**src/rtl/uart_rx_fifo.sv**
```systemverilog
// Receive-side byte FIFO behind the UART receiver: circular buffer with first-word-fall-through
// read port, occupancy count, full/empty status and a sticky overrun flag.
module uart_rx_fifo #(
   parameter int unsigned DataBits  = 8,
   parameter int unsigned DepthLog2 = 4
) (
   input  logic                 clk_i,
   input  logic                 rst_ni,
   input  logic                 rx_ready_i,
   input  logic [DataBits-1:0]  rx_data_i,
   input  logic                 read_en_i,
   input  logic                 clear_overrun_i,
   output logic [DataBits-1:0]  read_data_o,
   output logic                 empty_o,
   output logic                 full_o,
   output logic [DepthLog2:0]   count_o,
   output logic                 overrun_o
);

   localparam int unsigned Depth = 1 << DepthLog2;

   logic [DataBits-1:0]  mem_q [Depth];
   logic [DepthLog2-1:0] wr_ptr_q, wr_ptr_d;
   logic [DepthLog2-1:0] rd_ptr_q, rd_ptr_d;
   logic [DepthLog2:0]   count_q, count_d;
   logic                 overrun_q, overrun_d;

   logic rd_acc, wr_acc, wr_drop;

   assign empty_o   = (count_q == '0);
   assign full_o    = (count_q == (DepthLog2 + 1)'(Depth));
   assign count_o   = count_q;
   assign overrun_o = overrun_q;

   // A pop in the same cycle frees a slot, so a full FIFO still accepts the write.
   assign rd_acc  = read_en_i & ~empty_o;
   assign wr_acc  = rx_ready_i & (~full_o | rd_acc);
   assign wr_drop = rx_ready_i & ~wr_acc;

   assign read_data_o = empty_o ? '0 : mem_q[rd_ptr_q];

   always_comb begin
      wr_ptr_d  = wr_ptr_q;
      rd_ptr_d  = rd_ptr_q;
      count_d   = count_q;
      overrun_d = overrun_q;

      if (wr_acc) begin
         wr_ptr_d = wr_ptr_q + DepthLog2'(1);
      end
      if (rd_acc) begin
         rd_ptr_d = rd_ptr_q + DepthLog2'(1);
      end

      if (wr_acc && !rd_acc) begin
         count_d = count_q + (DepthLog2 + 1)'(1);
      end else if (rd_acc && !wr_acc) begin
         count_d = count_q - (DepthLog2 + 1)'(1);
      end

      // A drop wins over a simultaneous clear.
      if (wr_drop) begin
         overrun_d = 1'b1;
      end else if (clear_overrun_i) begin
         overrun_d = 1'b0;
      end
   end

   always_ff @(posedge clk_i) begin
      if (!rst_ni) begin
         wr_ptr_q  <= '0;
         rd_ptr_q  <= '0;
         count_q   <= '0;
         overrun_q <= 1'b0;
      end else begin
         wr_ptr_q  <= wr_ptr_d;
         rd_ptr_q  <= rd_ptr_d;
         count_q   <= count_d;
         overrun_q <= overrun_d;
      end
   end

   // Storage is not reset; stored bytes are discarded by clearing the pointers and count.
   always_ff @(posedge clk_i) begin
      if (rst_ni && wr_acc) begin
         mem_q[wr_ptr_q] <= rx_data_i;
      end
   end

endmodule

```
**config.mk**
```make
export PLATFORM = sky130hd
export DESIGN_NAME = uart_rx_fifo
export DESIGN_NICKNAME = d
export VERILOG_FILES = /design/src/rtl/uart_rx_fifo.sv
export SDC_FILE = /design/constraint.sdc
export NUM_CORES = 1
export LEC_CHECK = 0
export CAP_MARGIN = 40
export CORE_UTILIZATION = 60
export DETAILED_ROUTE_END_ITERATION = 10
export GPL_ROUTABILITY_DRIVEN = 0
export HOLD_SLACK_MARGIN = 0.1
export PLACE_DENSITY_LB_ADDON = 0.1
export SYNTH_ARGS = -nofsm -noshare
export SYNTH_HDL_FRONTEND = slang
export SYNTH_SLANG_ARGS = --single-unit
```
**constraint.sdc**
```tcl
create_clock -name clk_i -period 5.41 [get_ports clk_i]
set_clock_uncertainty 0.15 [all_clocks]
set_input_delay 1.623 -clock clk_i [delete_from_list [all_inputs] [get_ports clk_i]]
set_output_delay 1.623 -clock clk_i [all_outputs]
set_load 0.02 [all_outputs]
```
**Yosys cells after proc, flatten, opt, wreduce, memory -nomap -nowiden**

Memory sizes are Yosys's and may differ from the RTL's. A register that Yosys moved wholly into a read port is not among the register bits.
Cells that the tools add are included.

- Register bits: 14
- Output and inout bits: 16
- Latch bits: 0
- Input port bits: 13
- Memories kept: 1
- Bits in read-only memories: 0
- Logic and storage cells: 34
- Memory bits (writable): 128

Memories:

| name | words | width | read ports | clocked after Yosys merged registers in | write ports | RTL line | source |
|---|---|---|---|---|---|---|---|
| mem_q | 16 | 8 | 1 | 1 | 1 | 22 | `logic [DataBits-1:0] mem_q [Depth];` |

- Magnitude comparators: 0
- Bitwise logic cells: 7
- $add $sub $neg: 4
- Shift-type cells: 0
- Div/mod/pow operators: 0
- Mux-type cells: 9
- Eq/ne operators: 1
- Reduce and logical (&&, ||, !) cells: 8
- Multiply operators: 0

Operator list:

| kind | count |
|---|---|
| 2-to-1 mux 5 bit | 2 |
| adder 4 x 1 -> 4 bit, second input constant | 2 |
| 2-to-1 mux 4 bit | 2 |
| 2-to-1 mux 8 bit | 1 |
| adder 5 x 1 -> 5 bit, second input constant | 1 |
| equality test 5 bit, second input constant | 1 |
| logical NOT 5 bit | 1 |
| subtractor 5 x 1 -> 5 bit, second input constant | 1 |
| 2-to-1 mux 1 bit | 4 |
| nonzero test 2 bit | 2 |
| AND 1 bit | 3 |
| logical AND 1 bit | 3 |
| inverter 1 bit | 3 |
| logical NOT 1 bit | 2 |
| OR 1 bit | 1 |

**Depth between registers and ports, before layout**

Gate-level depths: netlist of run 1.

- Word-level depth: 9
- Gate-level depth with buffers: 11
- Mapped depth without buffers: 9

**Worst setup path after synthesis of run 1**

No wires, ideal clock.

- Path type: reg2out
- Start point: register count_q[0], in the netlist count_o[0]
- End point: output port read_data_o[0]
- Path buffers: 1
- Stages on the path, launching flop included: 5
- Setup slack: 1736 ps
- Arrival: 1901 ps
- Cell sequence: dfxtp_1 or4_4 buf_6 nor2_1 a211oi_1

- Longest elaborated chain between the ends: 2

RTL lines:

| what | RTL line | source |
|---|---|---|
| from (decl) | 25 | `logic [DepthLog2:0] count_q, count_d;` |
| from (signal assigned) | 78 | `count_q <= count_d;` |
| logical NOT 5 bit | 30 | `assign empty_o = (count_q == '0);` |
| named net empty_o | 14 | `output logic empty_o,` |
| 2-to-1 mux 8 bit | 40 | `assign read_data_o = empty_o ? '0 : mem_q[rd_ptr_q];` |
| to (decl) | 13 | `output logic [DataBits-1:0] read_data_o,` |

The timed path passes the listed nets, and every way through them passes these cells.

==> impl_results.md, run 1 <==
- First-pass GRT wire length: approximately 17 mm
- Reg2reg setup slack: ~2400 ps
- ANT cells: 0
- CTS resizes: 0
- Max-cap violations: 0
- Final worst path period share: 0.912
- Routed vias/inst: just under 6
- WP data required: between 3000 and 4000 ps
- Syn avg cell area: 18.5 µm²
- GRT Util Overall: 0.241
- Total wire length: approximately 11 mm
- Largest net degree at the start of global routing: 33
- DR iter-0 viols: 163
- Async S/R FF share, synth: 0
- Initial Util: 0.629
- Worst ir drop on vdd: 288 µV
- Routed Antenna Nets: 0
- Global Route met1 Usage: 0.319
- Commonest non-fill, non-tap cell in the layout: edfxtp_1
- CP endpoint: read_data_o[7]
- Worst r2r src: count_o[0]$_SDFFE_PN0P_
- Die H: 101 µm
- Routing usage on met3: 0.0693
- Setup TNS Final: 0 ps
- Worst-Margin Slew: 855 ps
- Number of synthesized flops with an enable pin: between 100 and 150
- Mapped Cells: about 320
- Crit Path Class: flip-flop to output pin
- Tmin final: 4940 ps
- Row count: 35
- Worst-path fanout max: 24
- # hold bufs at CTS: 0
- HP Class: flip-flop to flip-flop
- Final Max Slew Viols: 0
- Mapped Nets: approximately 340
- Worst reg2reg path depth: 9
- Share of layout cells above drive strength 1: 0.210
- Area Growth Syn to Fin: 17.3%
- Area of the multi-input gates: 0.00159 mm²
- Worst reg2reg endpoint: count_o[4]$_SDFFE_PN0P_
- FF+latch area: 0.00421 mm²
- CP endpoint kind: output pin
- Final setup violation count: 0
- Worst skew pair latency: ~500 ps
- CTS Buf Count: 17
- Antenna violations before repair: 0
- CTS Buffer Depth: 2
- RSZ-0062 raised after global routing: no
- Final hold vios: 0
- I/O Buffers: 28
- Core ar.: 0.00937 mm²
- Distinct cells, synth: 38
- Vias in the first global route: a little under 3000
- Leak pwr: 2.20 nW
- Top Ports: 29
- Ys flop type: edfxtp_1
- CP Data Arrival Time: 3160 ps
- DIE WIDTH: about 100 µm
- Sequential share of the synthesized area: 0.713
- Clk sink count: ~150
- Final worst slack: 474 ps
- Clock tree from TritonCTS: yes
- Dpl ws: 1040 ps
- Yosys reg bits: around 150
- Total grt overflow: 0
- Met2 Usage GRT: 0.381
- Setup repair bufs after CTS: 0
- Syn Std Cell Area: a little under 0.006 mm²
- CTS H-Tree Depth: 4
- Die ar.: slightly above 0.01 mm²
- DR vias: just under 3000
- Drc violations: 0
- Status: finished, final reports clean
- Final HPWL DP: about 6.4 mm
- PwrDens: between 400 and 500 mW/mm²
- DRT Pass-1 Iters: 6
- Fin nets: between 300 and 400
- Worst setup SP type: flip-flop
- Fmax: 203 MHz
- Filler instances: about 590
- Busiest layer in global routing: met2
- Root Buffer Master: clkbuf_8
- Most frequent cells in the layout: 128 x edfxtp_1, 32 x mux4_2, 28 x clkdlybuf4s50_1, 20 x clkbuf_16, 19 x nor2_1
- Worst-path clk slew: 60 ps
- DR WL/cell: between 20 and 25 µm
- Synth Warn #: 0
- Slew HR: 0.428
cells in the mapped netlist (2+ instances only):
cell type	n	share of area
ha_1	9	0.019
o21a_1	2	0.0025
buf_2	7	0.0059
a21oi_1	2	0.0017
nand3_1	6	0.0051
and2_1	7	0.0074
edfxtp_1	128	0.65
nor2b_1	10	0.011
o21ai_0	2	0.0017
nor2_1	19	0.012
nand2_1	8	0.0051
mux2i_1	12	0.020
clkbuf_1	6	0.0038
nand2b_1	2	0.0021
buf_1	2	0.0013
xnor2_1	6	0.0089
mux4_2	32	0.12
nand3b_1	2	0.0025
inv_1	4	0.0025
or2_2	2	0.0021
dfxtp_1	18	0.061
a211oi_1	17	0.022
worst max-delay path, stage by stage, from the launching register on:
cell	delay [ps]
dfxtp_2	530
buf_4	440
mux4_2	540
nor2b_1	140
a211oi_1	270
a211oi_1	120
clkdlybuf4s50_1	600
layer usage:
metal,vias to the layer above,part of all wire
li1,1339,-
met1,1494,0.42
met2,93,0.51
met3,6,0.054
met4,0,0.011
met5,-,0
registers in the layout (all words and copies together), names as in the netlist, named ones only:
| signal | flops |
|---|---|
| count_o | 5 |
| mem_q | 128 |
| overrun_o | 1 |
| rd_ptr_q | 4 |
| wr_ptr_q | 4 |
where the power goes:
group | internal, mW | switching [mW] | total, mW
registers | 1.27 | 0.0437 | 1.31
logic | 0.366 | 0.390 | 0.756
clock network | 0.708 | 0.455 | 1.16
metrics by stage:
step	instance area, µm²	util	hold slack (ps)	power [mW]	instances
2_1_floorplan	5900	-	318	1.86	319
3_3_place_gp	6270	0.669	323	2.09	461
3_5_place_dp	6270	0.669	326	2.10	461
4_1_cts	6890	0.735	337	3.26	493
5_1_grt	6910	0.738	350	3.37	496
6_report	6910	0.738	331	3.23	496
how the worst min path moves through the flow:
stage,slack (ps),depth (start not counted),from,endpoint
floorplan,320,2,wr_ptr_q[3]$_SDFFE_PN0N_,wr_ptr_q[3]$_SDFFE_PN0N_
global placement,320,2,overrun_o$_SDFFE_PN0P_,overrun_o$_SDFFE_PN0P_
detailed placement,330,2,overrun_o$_SDFFE_PN0P_,overrun_o$_SDFFE_PN0P_
CTS,340,2,overrun_o$_SDFFE_PN0P_,overrun_o$_SDFFE_PN0P_
global route,350,2,overrun_o$_SDFFE_PN0P_,overrun_o$_SDFFE_PN0P_
finish,330,2,overrun_o$_SDFFE_PN0P_,overrun_o$_SDFFE_PN0P_
cells by family after synthesis:
group	count (synthesis)	synth area share
flip-flops	146	0.713
adder cells (fa/ha/maj)	10	0.0225
AND/OR/NAND/NOR	61	0.0541
buffers and inverters	22	0.0176
multiplexers	44	0.143
AO/OA/AOI/OAI	30	0.0412
XOR/XNOR	6	0.00891
area by class of cell:
type	count	area share
sequential	146	0.608
tap	129	0.0233
timing repair buffer	34	0.0471
multi-input combinational	151	0.230
inverter	4	0.00217
clock inverter	9	0.0112
clock buffer	23	0.0784
(Power assumes the default switching activity.)
==> run 2, diff against run 1 <==
CORE_ASPECT_RATIO = 1.4   (was unset)
CTS_CLUSTER_DIAMETER = 30   (was unset)
GPL_ROUTABILITY_DRIVEN = unset   (was 0)
==> run 2 against run 1 <==
  * Final cell count is 0.60% higher
  * Global-route usage is 1.1 points lower
  * Clock power is 8% lower
  * Sequential power hardly changed
  * Combinational power is 2.9% lower
  * Critical path depth is 1 lower
  * Non-clock buffer count stayed put
  * Largest power group unchanged
==> impl_results.md, run 2 (synthesized netlist as in run 1, its figures left out) <==
- Fin nets: 377 (unchanged)
- Vias in the first global route: 2998 (was 2979)
- Worst r2r src: count_o[0]$_SDFFE_PN0P_ (unchanged)
- Crit Path Class: flip-flop to output pin (unchanged)
- Worst-path fanout max: 22 (was 24)
- Fmax: 212 MHz (was 203 MHz)
- CTS H-Tree Depth: 4 (unchanged)
- Share of layout cells above drive strength 1: 0.202 (was 0.210)
- GP Congestion: 0.763
- Final Max Slew Viols: 0 (unchanged)
- Worst-path clk slew: 60 ps (about the same)
- RSZ-0062 raised after global routing: no (unchanged)
- Root Buffer Master: clkbuf_16 (was clkbuf_8)
- Routed Antenna Nets: 0 (unchanged)
- Core ar.: 0.00951 mm² (was 0.00937 mm²)
- Final worst path period share: 0.873 (was 0.912)
- # hold bufs at CTS: 0 (unchanged)
- CTS Buf Count: 17 (unchanged)
- CP Data Arrival Time: 2950 ps (was 3160 ps)
- HP Class: flip-flop to flip-flop (unchanged)
- Largest net degree at the start of global routing: 33 (unchanged)
- DRT Pass-1 Iters: 5 (was 6)
- Max FFs per register: 128 (unchanged)
- Clk sink count: 146 (unchanged)
- ANT cells: 0 (unchanged)
- I/O Buffers: 28 (unchanged)
- Slew HR: 0.365 (was 0.428)
- Status: finished, final reports clean (unchanged)
- Worst setup SP type: flip-flop (unchanged)
- Final Cell Area: 0.00684 mm² (was 0.00691 mm²)
- WHS Path Cells: 2 (unchanged)
- Drc violations: 0 (unchanged)
- Antenna violations before repair: 0 (unchanged)
- Routed vias/inst: 5.88 (was 5.91)
- Worst path max stage delay: 810 ps (was 600 ps)
- Area Growth Syn to Fin: 16.1% (was 17.3%)
- DR vias: 2934 (was 2932)
- Hold path startpoint: overrun_o$_SDFFE_PN0P_ (unchanged)
- Post-route core utilization: 0.720 (was 0.738)
- Tmin final: 4720 ps (was 4940 ps)
- DR iter-0 viols: 188 (was 163)
- Setup TNS Final: 0 ps (unchanged)
- Total wire length: 10.6 mm (was 10.8 mm)
- Largest delay share family, worst path: buffers and inverters (unchanged)
- First-pass GRT wire length: 16.3 mm (was 16.8 mm)
- DR WL/cell: 21.3 µm (was 21.8 µm)
- Final HPWL DP: 6.66 mm (was 6.43 mm)
- CTS resizes: 0 (unchanged)
- Worst-Margin Slew: 949 ps (was 855 ps)
- PwrDens: 456 mW/mm² (was 467 mW/mm²)
- GRT Util Overall: 0.230 (was 0.241)
- Top Ports: 29 (unchanged)
- Final setup violation count: 0 (unchanged)
- Filler instances: 586 (was 587)
- Worst reg2reg endpoint: count_o[4]$_SDFFE_PN0P_ (unchanged)
- CTS Buffer Depth: 2 (unchanged)
- Clock tree from TritonCTS: yes (unchanged)
- Most frequent cells in the layout: 128 x edfxtp_1, 32 x mux4_2, 28 x clkdlybuf4s50_1, 19 x nor2_1 (was 128 x edfxtp_1, 32 x mux4_2, 28 x clkdlybuf4s50_1, 20 x clkbuf_16, 19 x nor2_1)
- Worst path bufs/invs: 2 (unchanged)
- DIE WIDTH: 85.8 µm (was 101 µm)
- CP endpoint kind: output pin (unchanged)
- WP data required: 3640 ps (about the same)
- Worst reg2reg path depth: 9 (unchanged)
- Initial Util: 0.620 (was 0.629)
- Final worst slack: 688 ps (was 474 ps)
- CP Cell Sequence: buf_4 > mux4_2 > mux2i_1 > a211oi_1 > clkdlybuf4s50_1 (was buf_4 > mux4_2 > nor2b_1 > a211oi_1 > a211oi_1 > clkdlybuf4s50_1)
- Final hold vios: 0 (unchanged)
- Setup repair bufs after CTS: 0 (unchanged)
- Die H: 119 µm (was 101 µm)
- Hold EP: overrun_o$_SDFFE_PN0P_ (unchanged)
- Dpl ws: 1090 ps (was 1040 ps)
- Slowest-stage cell, CP: dfxtp_2 (was clkdlybuf4s50_1)
- Row count: 42 (was 35)
- Commonest non-fill, non-tap cell in the layout: edfxtp_1 (unchanged)
- Most flops, register: mem_q (unchanged)
- Reg2reg setup slack: 2410 ps (was 2380 ps)
- Total grt overflow: 0 (unchanged)
- Max-cap violations: 0 (unchanged)
- Placed Instance Area: 0.00628 mm² (was 0.00627 mm²)
- Leak pwr: 2.15 nW (was 2.20 nW)
- Die ar.: 0.0102 mm² (about the same)
- Worst skew pair latency: 410 ps (was 510 ps)
- Worst ir drop on vdd: 349 µV (was 288 µV)
-- run 2: layer usage --
metal  global-route usage  vias to the layer above  routed length [µm]
li1                     -                     1340                   -
met1                0.289                     1495                4360
met2                0.389                       84                5720
met3               0.0547                       15                 393
met4               0.0854                        0                 142
met5                    0                        -                   0
-- run 2: cell type report --
| class | instances | area [µm²] | share of cell area |
|---|---|---|---|
| Sequential cell | 146 | 4210 | 0.614 |
| Multi-Input combinational cell | 151 | 1590 | 0.232 |
| Clock buffer | 18 | 429 | 0.0627 |
| Timing Repair Buffer | 34 | 325 | 0.0475 |
| Tap cell | 132 | 165 | 0.0241 |
| Clock inverter | 14 | 116 | 0.0170 |
| Inverter | 4 | 15.0 | 0.00219 |
-- run 2: worst max-delay path by stage --
stage / startpoint / end / slack [ps] / depth (start not counted)
after floorplan: count_o[0]$_SDFFE_PN0P_ / read_data_o[0] / 1740 / 4
after global placement: read_en_i / count_o[3]$_SDFFE_PN0P_ / 1090 / 9
after detailed placement: read_en_i / count_o[3]$_SDFFE_PN0P_ / 1090 / 9
after CTS: flip-flop / read_data_o[1] / 640 / 5
after global routing: flip-flop / read_data_o[1] / 520 / 5
final: flip-flop / read_data_o[1] / 690 / 5
-- run 2: worst reg2reg max path: stages, from the launching register on --
cell      delay, ps
dfxtp_1         370
or4_4           630
o31a_1          380
ha_1            240
inv_1           150
ha_1            290
a21oi_1         190
a211oi_1         90
a31oi_1         230
mux2i_1         200
-- run 2: metrics by stage --
step | total power [mW] | instances | hold slack, ps
floorplan | 1.86 | 319 | 318
global placement | 2.09 | 465 | 317
detailed placement | 2.09 | 465 | 330
CTS | 3.15 | 497 | 341
global route | 3.25 | 499 | 370
finish | 3.12 | 499 | 335
-- run 2: power by group --
group | switching, mW | internal, mW | leakage [nW] | total [mW]
Clock | 0.438 | 0.627 | 0.253 | 1.07
Combinational | 0.369 | 0.366 | 0.597 | 0.734
Sequential | 0.0571 | 1.27 | 1.30 | 1.32
Total | 0.864 | 2.26 | 2.15 | 3.12
==> run 3, diff against run 2 <==
CTS_BUF_LIST = sky130_fd_sc_hd__clkbuf_8   (was unset)
==> run 3 against run 2 <==
  * Sequential cell count unchanged
  * Register-to-register slack worse by 20 ps
  * Die area unchanged
  * Non-clock buffer count down 1
  * Via count down 2.2%
  * Sequential share of layout area up 1.8 points
  * Largest cell class unchanged
  * Highest routed layer unchanged
==> impl_results.md, run 3 (synthesized netlist as in run 1, its figures left out) <==
- Status: finished, final reports clean (unchanged)
- GRT Util Overall: 0.231 (was 0.230)
- Leak pwr: 2.06 nW (was 2.15 nW)
- CTS Buffer Depth: 2 (unchanged)
- DR iter-0 viols: 213 (was 188)
- HP Class: flip-flop to flip-flop (unchanged)
- DR vias: 2870 (was 2934)
- Area Growth Syn to Fin: 12.7% (was 16.1%)
- Non-filler instance count after layout: 498 (was 499)
- DRT Pass-1 Iters: 4 (was 5)
- Final setup violation count: 0 (unchanged)
- ANT cells: 0 (unchanged)
- Routed vias/inst: 5.76 (was 5.88)
- Placed Cells: 465 (unchanged)
- Tmin final: 4750 ps (was 4720 ps)
- Worst path max stage delay: 830 ps (was 810 ps)
- Routing usage on met3: 0.0568 (was 0.0547)
- Drc violations: 0 (unchanged)
- Worst r2r src: count_o[0]$_SDFFE_PN0P_ (unchanged)
- Max-cap violations: 0 (unchanged)
- Clock tree from TritonCTS: yes (unchanged)
- Total wire length: 10.4 mm (was 10.6 mm)
- RSZ-0062 raised after global routing: no (unchanged)
- GP Congestion: 0.763 (unchanged)
- Worst-path fanout max: 22 (unchanged)
- Final Max Slew Viols: 0 (unchanged)
- Worst reg2reg path depth: 9 (unchanged)
- Commonest non-fill, non-tap cell in the layout: edfxtp_1 (unchanged)
- Worst reg2reg endpoint: count_o[4]$_SDFFE_PN0P_ (unchanged)
- WP data required: 3640 ps (about the same)
- CP endpoint kind: output pin (unchanged)
- Clk sink count: 146 (unchanged)
- DR WL/cell: 21.0 µm (was 21.3 µm)
- Antenna violations before repair: 0 (unchanged)
- Share of layout cells above drive strength 1: 0.199 (was 0.202)
- CP endpoint: read_data_o[1] (unchanged)
- Reg2reg setup slack: 2390 ps (was 2410 ps)
- Post-route core utilization: 0.699 (was 0.720)
- Top Ports: 29 (unchanged)
- Worst ir drop on vdd: 286 µV (was 349 µV)
- Initial Util: 0.620 (unchanged)
- Final HPWL DP: 6.66 mm (unchanged)
- Worst skew pair latency: 440 ps (was 410 ps)
- CTS Buf Count: 17 (unchanged)
- CTS resizes: 0 (unchanged)
- PwrDens: 423 mW/mm² (was 456 mW/mm²)
- Global Route met1 Usage: 0.289 (about the same)
- Worst setup SP type: flip-flop (unchanged)
- Max FFs per register: 128 (unchanged)
- Busiest layer in global routing: met2 (unchanged)
- Die H: 119 µm (unchanged)
- Routed Antenna Nets: 0 (unchanged)
- Core ar.: 0.00951 mm² (unchanged)
- Largest net degree at the start of global routing: 33 (unchanged)
- Final hold vios: 0 (unchanged)
- Most flops, register: mem_q (unchanged)
- CP Data Arrival Time: 2970 ps (was 2950 ps)
- I/O Buffers: 28 (unchanged)
- Vias in the first global route: 2984 (was 2998)
- Worst-Margin Slew: 966 ps (was 949 ps)
- Crit Path Class: flip-flop to output pin (unchanged)
- Slowest-stage cell, CP: dfxtp_2 (unchanged)
- Total grt overflow: 0 (unchanged)
- Most frequent cells in the layout: 128 x edfxtp_1, 32 x mux4_2, 28 x clkdlybuf4s50_1, 19 x nor2_1 (unchanged)
- Worst-path clk slew: 80 ps (was 60 ps)
- Die ar.: 0.0102 mm² (unchanged)
- Setup repair bufs after CTS: 0 (unchanged)
- DIE WIDTH: 85.8 µm (unchanged)
- CP Cell Sequence: buf_4 > mux4_2 > mux2i_1 > a211oi_1 > clkdlybuf4s50_1 (unchanged)
- # hold bufs at CTS: 0 (unchanged)
- Row count: 42 (unchanged)
- Root Buffer Master: clkbuf_8 (was clkbuf_16)
- First-pass GRT wire length: 16.2 mm (was 16.3 mm)
- Setup TNS Final: 0 ps (unchanged)
- Fmax: 211 MHz (was 212 MHz)
- Slew HR: 0.353 (was 0.365)
- CTS H-Tree Depth: 4 (unchanged)
- Final worst path period share: 0.877 (was 0.873)
- Met2 Usage GRT: 0.384 (was 0.389)
- Fin nets: 376 (was 377)
==> run 3: cell types whose count changed in the layout (fill, tap and decap cells not counted), sizes merged <==
cell / delta
clkbuf: -1
buf: -1
inv: +1
==> run 3: critical path: cells and delay by family (launching register included) <==
kind                   cells  cell delay, ps
flip-flops                 1             830
buffers and inverters      2            1010
AO/OA/AOI/OAI              1             360
multiplexers               2             320
==> run 3: through the flow <==
step	hold WS, ps	setup WS, ps	cell area, µm²	power [mW]
floorplan	318	1740	5900	1.86
global placement	317	1090	6280	2.09
detailed placement	330	1090	6280	2.09
CTS	344	599	6640	2.84
global route	373	465	6650	2.94
finish	335	663	6650	2.81
==> run 3: area by class of cell <==
type                    count  area (µm²)
clock buffers              17         234
clock inverters            15         120
fillers                   618        2870
inverters                   4        15.0
multi-input cells         151        1590
flip-flops and latches    146        4210
well taps                 132         165
repair buffers             33         318
==> run 3: worst min-delay path by stage <==
stage / from / end / depth (start not counted)
final: overrun_o$_SDFFE_PN0P_ / overrun_o$_SDFFE_PN0P_ / 2
after global routing: overrun_o$_SDFFE_PN0P_ / overrun_o$_SDFFE_PN0P_ / 2
after CTS: overrun_o$_SDFFE_PN0P_ / overrun_o$_SDFFE_PN0P_ / 2
after detailed placement: overrun_o$_SDFFE_PN0P_ / overrun_o$_SDFFE_PN0P_ / 2
after global placement: overrun_o$_SDFFE_PN0P_ / overrun_o$_SDFFE_PN0P_ / 2
after floorplan: wr_ptr_q[3]$_SDFFE_PN0N_ / wr_ptr_q[3]$_SDFFE_PN0N_ / 2
==> run 3: metal layers <==
layer,routed length (µm),share of wire
met1,4250,0.41
met2,5660,0.54
met3,392,0.038
met4,150,0.014
met5,0,0
==> run 3: power breakdown <==
part	switching (mW)	internal, mW	total, mW	leakage (nW)
combinational	0.368	0.366	0.734	0.592
clock	0.398	0.357	0.755	0.170
sequential	0.0574	1.26	1.32	1.30
total	0.824	1.99	2.81	2.06
